<file path="src/rtl/jtag_cmd_sequencer.sv">
// rtl/jtag_cmd_sequencer.sv - command-level JTAG driver producing tck/tms/tdi/trst and capturing tdo
// Each command runs from Run-Test/Idle back to Run-Test/Idle; one response per command.
module jtag_cmd_sequencer #(
    parameter int MAX_LEN = 32,
    parameter int CLK_DIV = 4
) (
    input  logic                         sys_clk,
    input  logic                         reset,
    input  logic                         cmd_valid,
    output logic                         cmd_ready,
    input  logic [1:0]                   cmd_op,
    input  logic [$clog2(MAX_LEN+1)-1:0] cmd_len,
    input  logic [MAX_LEN-1:0]           cmd_data,
    output logic                         rsp_valid,
    input  logic                         rsp_ready,
    output logic [MAX_LEN-1:0]           rsp_data,
    output logic                         tck,
    output logic                         tms,
    output logic                         tdi,
    output logic                         trst,
    input  logic                         tdo
);
    localparam int KW = $clog2(MAX_LEN + 7);
    localparam int PW = $clog2(2 * CLK_DIV);
    localparam logic [PW-1:0] POS_LAST = PW'(2 * CLK_DIV - 1);
    localparam logic [1:0] OP_RESET = 2'b00;
    localparam logic [1:0] OP_IR    = 2'b01;
    localparam logic [1:0] OP_DR    = 2'b10;
    localparam logic [1:0] OP_IDLE  = 2'b11;

    typedef enum logic [2:0] {S_IDLE, S_HDR, S_SHIFT, S_TRL, S_BITS, S_RSP} state_t;

    state_t             r_state;
    state_t             w_state_nx;
    logic [1:0]         r_op;
    logic [KW-1:0]      r_n;
    logic [KW-1:0]      r_hdr;
    logic [KW-1:0]      r_total;
    logic [MAX_LEN-1:0] r_data;
    logic [KW-1:0]      r_k;
    logic [PW-1:0]      r_pos;
    logic               r_tck;
    logic               r_tms;
    logic               r_tdi;
    logic               r_trst;
    logic               r_cmd_ready;
    logic               r_rsp_valid;
    logic [MAX_LEN-1:0] r_rsp_data;

    logic [KW-1:0]      w_len_n;
    logic [KW-1:0]      w_hdr_in;
    logic [KW-1:0]      w_total_in;
    logic               w_accept;
    logic               w_busy;
    logic               w_wrap;
    logic [PW-1:0]      w_pos_nx;
    logic [KW-1:0]      w_k_nx;
    logic               w_last;
    logic [KW-1:0]      w_shift_end;
    logic               w_in_shift;
    logic [KW-1:0]      w_sidx;
    logic [MAX_LEN-1:0] w_sel;
    logic               w_tdi_nx;
    logic               w_tms_nx;

    assign cmd_ready = r_cmd_ready;
    assign rsp_valid = r_rsp_valid;
    assign rsp_data  = r_rsp_data;
    assign tck       = r_tck;
    assign tms       = r_tms;
    assign tdi       = r_tdi;
    assign trst      = r_trst;

    always_comb begin
        w_len_n = KW'(cmd_len);
        if (cmd_len == '0)
            w_len_n = KW'(1);
        else if (int'(cmd_len) > MAX_LEN)
            w_len_n = KW'(MAX_LEN);
        w_hdr_in   = '0;
        w_total_in = w_len_n;
        case (cmd_op)
            OP_RESET: w_total_in = KW'(6);
            OP_IR: begin
                w_hdr_in   = KW'(4);
                w_total_in = w_len_n + KW'(6);
            end
            OP_DR: begin
                w_hdr_in   = KW'(3);
                w_total_in = w_len_n + KW'(5);
            end
            default: w_total_in = w_len_n;
        endcase
    end

    // r_k/r_pos describe the current cycle; the accept cycle sits at the tail of a virtual bit -1
    assign w_accept    = (r_state == S_IDLE) && r_cmd_ready && cmd_valid;
    assign w_busy      = (r_state == S_HDR) || (r_state == S_SHIFT) ||
                         (r_state == S_TRL) || (r_state == S_BITS);
    assign w_wrap      = (r_pos == POS_LAST);
    assign w_pos_nx    = w_wrap ? '0 : r_pos + PW'(1);
    assign w_k_nx      = w_wrap ? r_k + KW'(1) : r_k;
    assign w_last      = w_wrap && (w_k_nx == r_total);
    assign w_shift_end = r_hdr + r_n;
    assign w_in_shift  = ((r_op == OP_IR) || (r_op == OP_DR)) &&
                         (w_k_nx >= r_hdr) && (w_k_nx < w_shift_end);
    assign w_sidx      = w_k_nx - r_hdr;
    assign w_sel       = MAX_LEN'(1) << w_sidx;
    assign w_tdi_nx    = w_in_shift && (|(r_data & w_sel));

    always_comb begin
        w_tms_nx = 1'b0;
        case (r_op)
            OP_RESET: w_tms_nx = (w_k_nx < KW'(5));
            OP_IR:    w_tms_nx = (w_k_nx < KW'(2)) || (w_k_nx == w_shift_end - KW'(1)) ||
                                 (w_k_nx == w_shift_end);
            OP_DR:    w_tms_nx = (w_k_nx == '0) || (w_k_nx == w_shift_end - KW'(1)) ||
                                 (w_k_nx == w_shift_end);
            default:  w_tms_nx = 1'b0;
        endcase
    end

    always_comb begin
        w_state_nx = r_state;
        case (r_state)
            S_IDLE: begin
                if (w_accept)
                    w_state_nx = ((cmd_op == OP_IR) || (cmd_op == OP_DR)) ? S_HDR : S_BITS;
            end
            S_HDR, S_SHIFT, S_TRL: begin
                if (w_last)
                    w_state_nx = S_RSP;
                else if (w_wrap) begin
                    if (w_k_nx < r_hdr)
                        w_state_nx = S_HDR;
                    else if (w_in_shift)
                        w_state_nx = S_SHIFT;
                    else
                        w_state_nx = S_TRL;
                end
            end
            S_BITS: if (w_last) w_state_nx = S_RSP;
            S_RSP:  if (rsp_ready) w_state_nx = S_IDLE;
            default: w_state_nx = S_IDLE;
        endcase
    end

    always_ff @(posedge sys_clk or posedge reset) begin
        if (reset)
            r_state <= S_IDLE;
        else
            r_state <= w_state_nx;
    end

    always_ff @(posedge sys_clk or posedge reset) begin
        if (reset) begin
            r_op        <= OP_IDLE;
            r_n         <= '0;
            r_hdr       <= '0;
            r_total     <= '0;
            r_data      <= '0;
            r_k         <= '0;
            r_pos       <= '0;
            r_tck       <= 1'b0;
            r_tms       <= 1'b1;
            r_tdi       <= 1'b0;
            r_trst      <= 1'b0;
            r_cmd_ready <= 1'b0;
            r_rsp_valid <= 1'b0;
            r_rsp_data  <= '0;
        end else begin
            r_trst      <= 1'b1;
            r_cmd_ready <= (w_state_nx == S_IDLE);
            if (r_state == S_IDLE) begin
                r_tck <= 1'b0;
                r_tms <= 1'b0;
                r_tdi <= 1'b0;
                if (w_accept) begin
                    r_op       <= cmd_op;
                    r_n        <= w_len_n;
                    r_hdr      <= w_hdr_in;
                    r_total    <= w_total_in;
                    r_data     <= cmd_data;
                    r_k        <= '1;
                    r_pos      <= POS_LAST;
                    r_rsp_data <= '0;
                end
            end else if (w_busy) begin
                r_pos <= w_pos_nx;
                r_k   <= w_k_nx;
                if (w_last) begin
                    r_tck       <= 1'b0;
                    r_tms       <= 1'b0;
                    r_tdi       <= 1'b0;
                    r_rsp_valid <= 1'b1;
                end else begin
                    r_tck <= (int'(w_pos_nx) >= CLK_DIV);
                    if (w_pos_nx == '0) begin
                        r_tms <= w_tms_nx;
                        r_tdi <= w_tdi_nx;
                    end
                    // tdo sampled on the edge that raises tck
                    if ((int'(w_pos_nx) == CLK_DIV) && w_in_shift)
                        r_rsp_data <= r_rsp_data | (tdo ? w_sel : '0);
                end
            end else if (rsp_ready) begin
                r_rsp_valid <= 1'b0;
            end
        end
    end

endmodule

</file>
<file path="config.mk">
export PLATFORM = sky130hd
export DESIGN_NAME = jtag_cmd_sequencer
export DESIGN_NICKNAME = d
export VERILOG_FILES = /design/src/rtl/jtag_cmd_sequencer.sv
export SDC_FILE = /design/constraint.sdc
export NUM_CORES = 1
export LEC_CHECK = 0
export CORE_MARGIN = 4
export CORE_UTILIZATION = 40
export CTS_CLUSTER_DIAMETER = 60
export CTS_CLUSTER_SIZE = 14
export DETAILED_ROUTE_END_ITERATION = 12
export DONT_BUFFER_PORTS = 1
export GPL_TIMING_DRIVEN = 0
export REMOVE_ABC_BUFFERS = 1
export SLEW_MARGIN = 15
export SYNTH_ARGS = -nofsm -noshare
export SYNTH_HDL_FRONTEND = slang
export SYNTH_SLANG_ARGS = --single-unit
</file>
<file path="constraint.sdc">
create_clock -name sys_clk -period 5.1 [get_ports sys_clk]
set_input_delay 1.02 -clock sys_clk [delete_from_list [all_inputs] [get_ports sys_clk]]
set_output_delay 1.02 -clock sys_clk [all_outputs]
set_load 0.005 [all_outputs]
</file>
# Word level (Yosys, flattened, before mapping)
# Index checks and enable logic that the tools add are counted.
# totals
register_bits,102
in_bits,45
output_inout_bits,38
word_cells,126
# classes
magnitude_cmp,7
shift,1
addsub,7
eq_ne,17
reduce_logical,34
n_bitwise,3
muxes,42
# ops
op,n
$mux W32,6
$mux W6,6
$and A32 B32 Y32,1
$or A32 B32 Y32,1
$reduce_or A32 Y1,1
$shl A1 B6 Y32 const A,1
$mux W3,10
$eq A6 B6 Y1,3
$pmux W6 S3,1
$mux W1,15
$add A6 B3 Y6 const B,2
$eq A3 B3 Y1 const B,4
$logic_not A6 Y1,2
$lt A6 B6 Y1,2
$pmux W3 S4,1
$logic_not A3 Y1,3
$logic_or A1 B1 Y1,9
$logic_and A1 B1 Y1,7
$add A6 B1 Y6 const B,1
$add A6 B6 Y6,1
$eq A3 B2 Y1 const B,2
$ge A6 B6 Y1,1
$gt A6 B6 Y1 const B,1
$lt A6 B2 Y1 const B,1
21 further kinds,29

# Longest topological paths before layout
# logic_depth
depth_word,11
ltp_mapped,16
ltp_nobuf,13

# Worst setup path after synthesis
# OpenSTA, ideal clock, no wires.
# synth_timing
kind,flip-flop to flip-flop
from,register r_pos[0]
to,"register r_tdi, in the netlist tdi"
setup_ns,0.067
slack_ns,1.483
t_arrival_ns,3.549
synth_period_minus_slack_ns,3.617
required_ns,5.033
n_path_buf,2
path_stages_with_launch,15
path_cell_list,dfrtp_1 -> ha_1 -> ha_1 -> clkbuf_1 -> nand2_1 -> xor2_1 -> inv_1 -> ha_1 -> buf_2 -> xor2_1 -> mux4_2 -> nand2_1 -> a21oi_1 -> o22ai_1 -> a32o_1
# synth_via
elab_chain_cells,11
word_cells_on_any_way,22
cone_classes,2 x add/sub; 2 x order compare; 2 x eq/ne; 1 x shift; 6 x mux; 1 x bitwise; 8 x reduce/logical
# synth_lines
item,line_no,source
from (decl),41,logic [PW-1:0] r_pos;
from (signal assigned),189,r_pos <= w_pos_nx;
$eq A3 B3 Y1,100,assign w_wrap = (r_pos == POS_LAST);
$mux W6,102,assign w_k_nx = w_wrap ? r_k + KW'(1) : r_k;
$sub A6 B6 Y6,107,assign w_sidx = w_k_nx - r_hdr;
$shl A1 B6 Y32,108,assign w_sel = MAX_LEN'(1) << w_sidx;
$and A32 B32 Y32,109,assign w_tdi_nx = w_in_shift && (|(r_data & w_sel));
$reduce_or A32 Y1,109,
$logic_and A1 B1 Y1,109,
$mux W1,198,if (w_pos_nx == '0) begin
$mux W1,191,if (w_last) begin
$mux W1,188,end else if (w_busy) begin
$mux W1,174,if (r_state == S_IDLE) begin
to (signal assigned),200,r_tdi <= w_tdi_nx;
to (decl),44,logic r_tdi;
# Parallel ways exist; a longest one is shown, timed or not. The select of a mux whose other input is x is not followed.
# A chain may end at the register's enable or synchronous reset.

# Final worst setup path
# Ends and elaborated chain as after synthesis.

==> impl_metrics.csv <==
group,metric,value,unit
detailed_routing,drc,0,
detailed_routing,ant_nets,0,
grt,antenna_found_initial,0,
die,die_w,127.8,um
layout,area_growth,7.961,%
pwr,p_clk_share,16.0,%
detailed_routing,drt_iter0_drc,268,
timing,fin_crit,4259,ps
yosys,syn_avg_cell_area,9.238,um2
setup_path,r2r_setup_slack,840,ps
yosys,synth-edff-count,0,
place,hpwl,9902,um
setup_path,critPathTopFamily,"adder cells",
timing,final_max_slew_viol_count,0,
timing,final.setup.tns,0,ps
detailed_routing,wl_per_cell,16.66,um
clock_network,cts_resized,0,
setup_path,crit_chain,"ha_1 > ha_1 > nand2_1 > xor2_1 > inv_1 > ha_1 > xor2_1 > mux4_2 > nand2_1 > a21oi_1 > o22ai_1 > a32o_1",
grt,track_usage,16.49,%
clock_network,insertion_delay,340,ps
timing,setup_viol,0,
layout,nets,674,
timing,hold_viol,0,
grt,first_global_vias,4187,
setup_path,cp-start-kind,"register",
yosys,ys_ff_latch,98,
clock_network,cts_hold_buf,0,
grt,grt_first_pass_wirelength,21780,um
clock_network,clkTransAtPathRegs,70,ps
setup_path,crit_arrival,4540,ps
clock_network,cts_tree,"built",
yosys,asyncSetResetFlopFracSynth,100.0,%
min_path,worstHoldStart,"r_data[20]$_DFFE_PP0P_",
yosys,synthCells,621,
pwr,power_leakage,2.800,nW
grt,grt_max_degree,59,
setup_path,path_common_cell,"ha_1",
timing,relSlewSlack,33.19,%
outcome,outcome,"complete, no violations",
clock_network,postCtsSetupBuffers,0,
clock_network,cts_buffers,9,
yosys,synth_cell_types,72,
setup_path,path_buf_inv,1,
pwr,powerDensity,696.7,nW/um2
run,drv_cap,0,
timing,worst_pin_slew,998.8,ps
clock_network,ctsLongestPathBuffers,2,
place,gp_congestion,0.8522,
setup_path,worstReg2RegEnd,"tdi$_DFFE_PP0P_",
yosys,synth_flop_cell,"dfrtp_1",
setup_path,crit_slowest_cell,"xor2_1",
die,die_area,16320,um2
pwr,p_seq_share,29.1,%
layout,fillerInstances,1375,
pwr,finalPower,4.315,mW
setup_path,path_max_fanout,15,
min_path,whs_endpoint,"r_data[20]$_DFFE_PP0P_",
detailed_routing,drt-total-wl,13110,um
setup_path,r2r-start,"r_pos[0]$_DFFE_PP0P_",
yosys,ys_warn_count,0,
clock_network,cts.sinks,98,
layout,antenna_cells,0,
timing,finClkSkew,5.542,ps
die,pin_count,83,
timing,fmax,234.8,MHz
setup_path,cpPeakStageDelay,750,ps
layout,register_area,2456,um2
min_path,holdPathStages,2,
detailed_routing,viasPerCell,5.418,
setup_path,cp-end-kind,"register",
place,portBuffers,0,
detailed_routing,first_pass_iters,4,
pwr,p_switching,1.902,mW
yosys,netlist_area,5737,um2
min_path,hp-class,"register to register",
die,die_y,127.8,um
timing,finalCritPeriodShare,83.50,%
die,core-area,13990,um2
setup_path,cp.required,5380,ps
pwr,power_frac_comb,54.9,%
layout,layout-drive-gt1-share,8.402,%
timing,rsz0062_at_grt,"false",
pwr,p_sw_share,44.08,%
die,rows,43,
pwr,p_int,2.413,mW
die,start_util,41.01,%
clock_network,cts_root_buffer,"clkbuf_16",
pwr,ir_worst_vdd,300.4,uV
clock_network,htree_levels,3,
setup_path,criticalPathCategory,"register to register",
detailed_routing,num_vias,4264,
grt,grt_remaining_overflow,0,
yosys,ys_seq_area_share,42.81,%
layout,multi_input_area,3067,um2
setup_path,reg2regPathDepth,12,
## power by group through the flow
| stage | logic (mW) | registers, mW | clock network [mW] |
|---|---|---|---|
| after floorplan | 1.86 | 1.21 | 0 |
| after global placement | 2.32 | 1.26 | 0 |
| after detailed placement | 2.37 | 1.27 | 0 |
| after CTS | 2.39 | 1.26 | 0.713 |
| after global routing | 2.66 | 1.29 | 0.748 |
| final | 2.37 | 1.26 | 0.690 |
## Yosys cell counts, types with 3 or more instances
master / n / area share, %
buf_2: 5 / 0.44
nand2_1: 153 / 10
mux4_2: 4 / 1.6
nor2b_1: 9 / 0.98
nor2_1: 21 / 1.4
clkbuf_1: 23 / 1.5
nor3_1: 11 / 0.96
inv_1: 24 / 1.6
or2_2: 3 / 0.33
ha_1: 25 / 5.5
nand2b_1: 12 / 1.3
mux2_2: 6 / 1.2
and2_1: 4 / 0.44
a21oi_1: 29 / 2.5
xnor2_1: 12 / 1.8
mux2i_1: 11 / 1.9
nand4_1: 8 / 0.87
o21ai_2: 4 / 0.61
o211ai_1: 4 / 0.52
nand3_1: 11 / 0.96
o21a_1: 5 / 0.65
or3_1: 3 / 0.33
a32o_1: 13 / 2.3
and3_1: 5 / 0.55
dfrtp_1: 95 / 41
a221oi_1: 4 / 0.61
a31oi_1: 4 / 0.44
xor2_1: 10 / 1.5
o21ai_0: 36 / 3.1
a22o_1: 8 / 1.2
and4_1: 3 / 0.46
dfstp_2: 3 / 1.4
## flip-flops by register name, summed over array words and instances, names as in the netlist
signal     count
cmd_ready      1
tck            1
r_data        32
rsp_valid      1
r_state        3
r_n            6
r_pos          3
r_k            6
trst           1
rsp_data      32
r_op           2
r_hdr          2
r_total        6
tms            1
tdi            1
## cells by family after synthesis
logic type,share of synthesized area (%)
AND/OR/NAND/NOR,21.44
adder cells (fa/ha/maj),6.325
flip-flops,42.81
buffers and inverters,3.969
XOR/XNOR,5.104
multiplexers,4.667
other,0.06537
AO/OA/AOI/OAI,15.62
## per-stage QoR
step | hold slack (ps) | worst slack, ps | std cells | util (%) | area [um2]
2_1_floorplan | 440.1 | 1523 | 589 | - | 5599
3_3_place_gp | 456.7 | 383.8 | 769 | 41.64 | 5824
3_5_place_dp | 457.1 | 839.4 | 771 | 42.11 | 5891
4_1_cts | 475.4 | 799.9 | 787 | 44.28 | 6193
5_1_grt | 495.9 | 436.7 | 787 | 44.28 | 6193
6_report | 469.8 | 841.3 | 787 | 44.28 | 6193
## metal layers
layer  GRT usage, %  up-vias  wire length, um
met1          21.35     2070             5723
met4          3.870        0              129
met2          27.76       62             6630
li1               -     2124                -
met3          4.250        8              625
met5              0        -                0
## tightest hold or removal path: cells and delay by family (launching register included)
| family | cells | cell delay [ps] |
|---|---|---|
| DFF | 1 | 340 |
| and+or+nand+nor | 2 | 100 |
## worst max-delay path by stage
stage / from / endpoint / slack (ps) / depth (start not counted)
after floorplan: reset / cmd_ready$_DFF_PP0_ / 1520 / 1
after global placement: cmd_valid / r_k[0]$_DFFE_PP0P_ / 380 / 4
after detailed placement: r_pos[0]$_DFFE_PP0P_ / tdi$_DFFE_PP0P_ / 840 / 12
after CTS: r_pos[0]$_DFFE_PP0P_ / tdi$_DFFE_PP0P_ / 800 / 12
after global routing: r_pos[0]$_DFFE_PP0P_ / tdi$_DFFE_PP0P_ / 440 / 12
final: r_pos[0]$_DFFE_PP0P_ / tdi$_DFFE_PP0P_ / 840 / 12
## cell type report
class,count,area share (%)
Tap cell,180,3.636
Timing Repair Buffer,2,0.7677
Clock buffer,10,3.697
Sequential cell,98,39.66
Clock inverter,6,1.192
Multi-Input combinational cell,467,49.52
Inverter,24,1.535
## placed cells by master (no fill, tap or decap), drive strengths merged, types with 3 or more instances in the layout
master  count
nand2b     12
or2         3
mux4        4
a22o        8
o21a        5
nand4      10
mux2i      11
nor2b       9
a31oi       4
nor3       12
a32o       13
and2        5
o211ai      4
o21ai      40
and4        3
dfstp       3
xnor2      13
a221oi      4
nand3      11
nand2     153
a21oi      29
nor2       21
ha         25
xor2       11
clkbuf     10
nor3b       3
mux2        6
inv        26
or3         4
and3        5
dfrtp      95
Power figures use the tool's default switching activity.
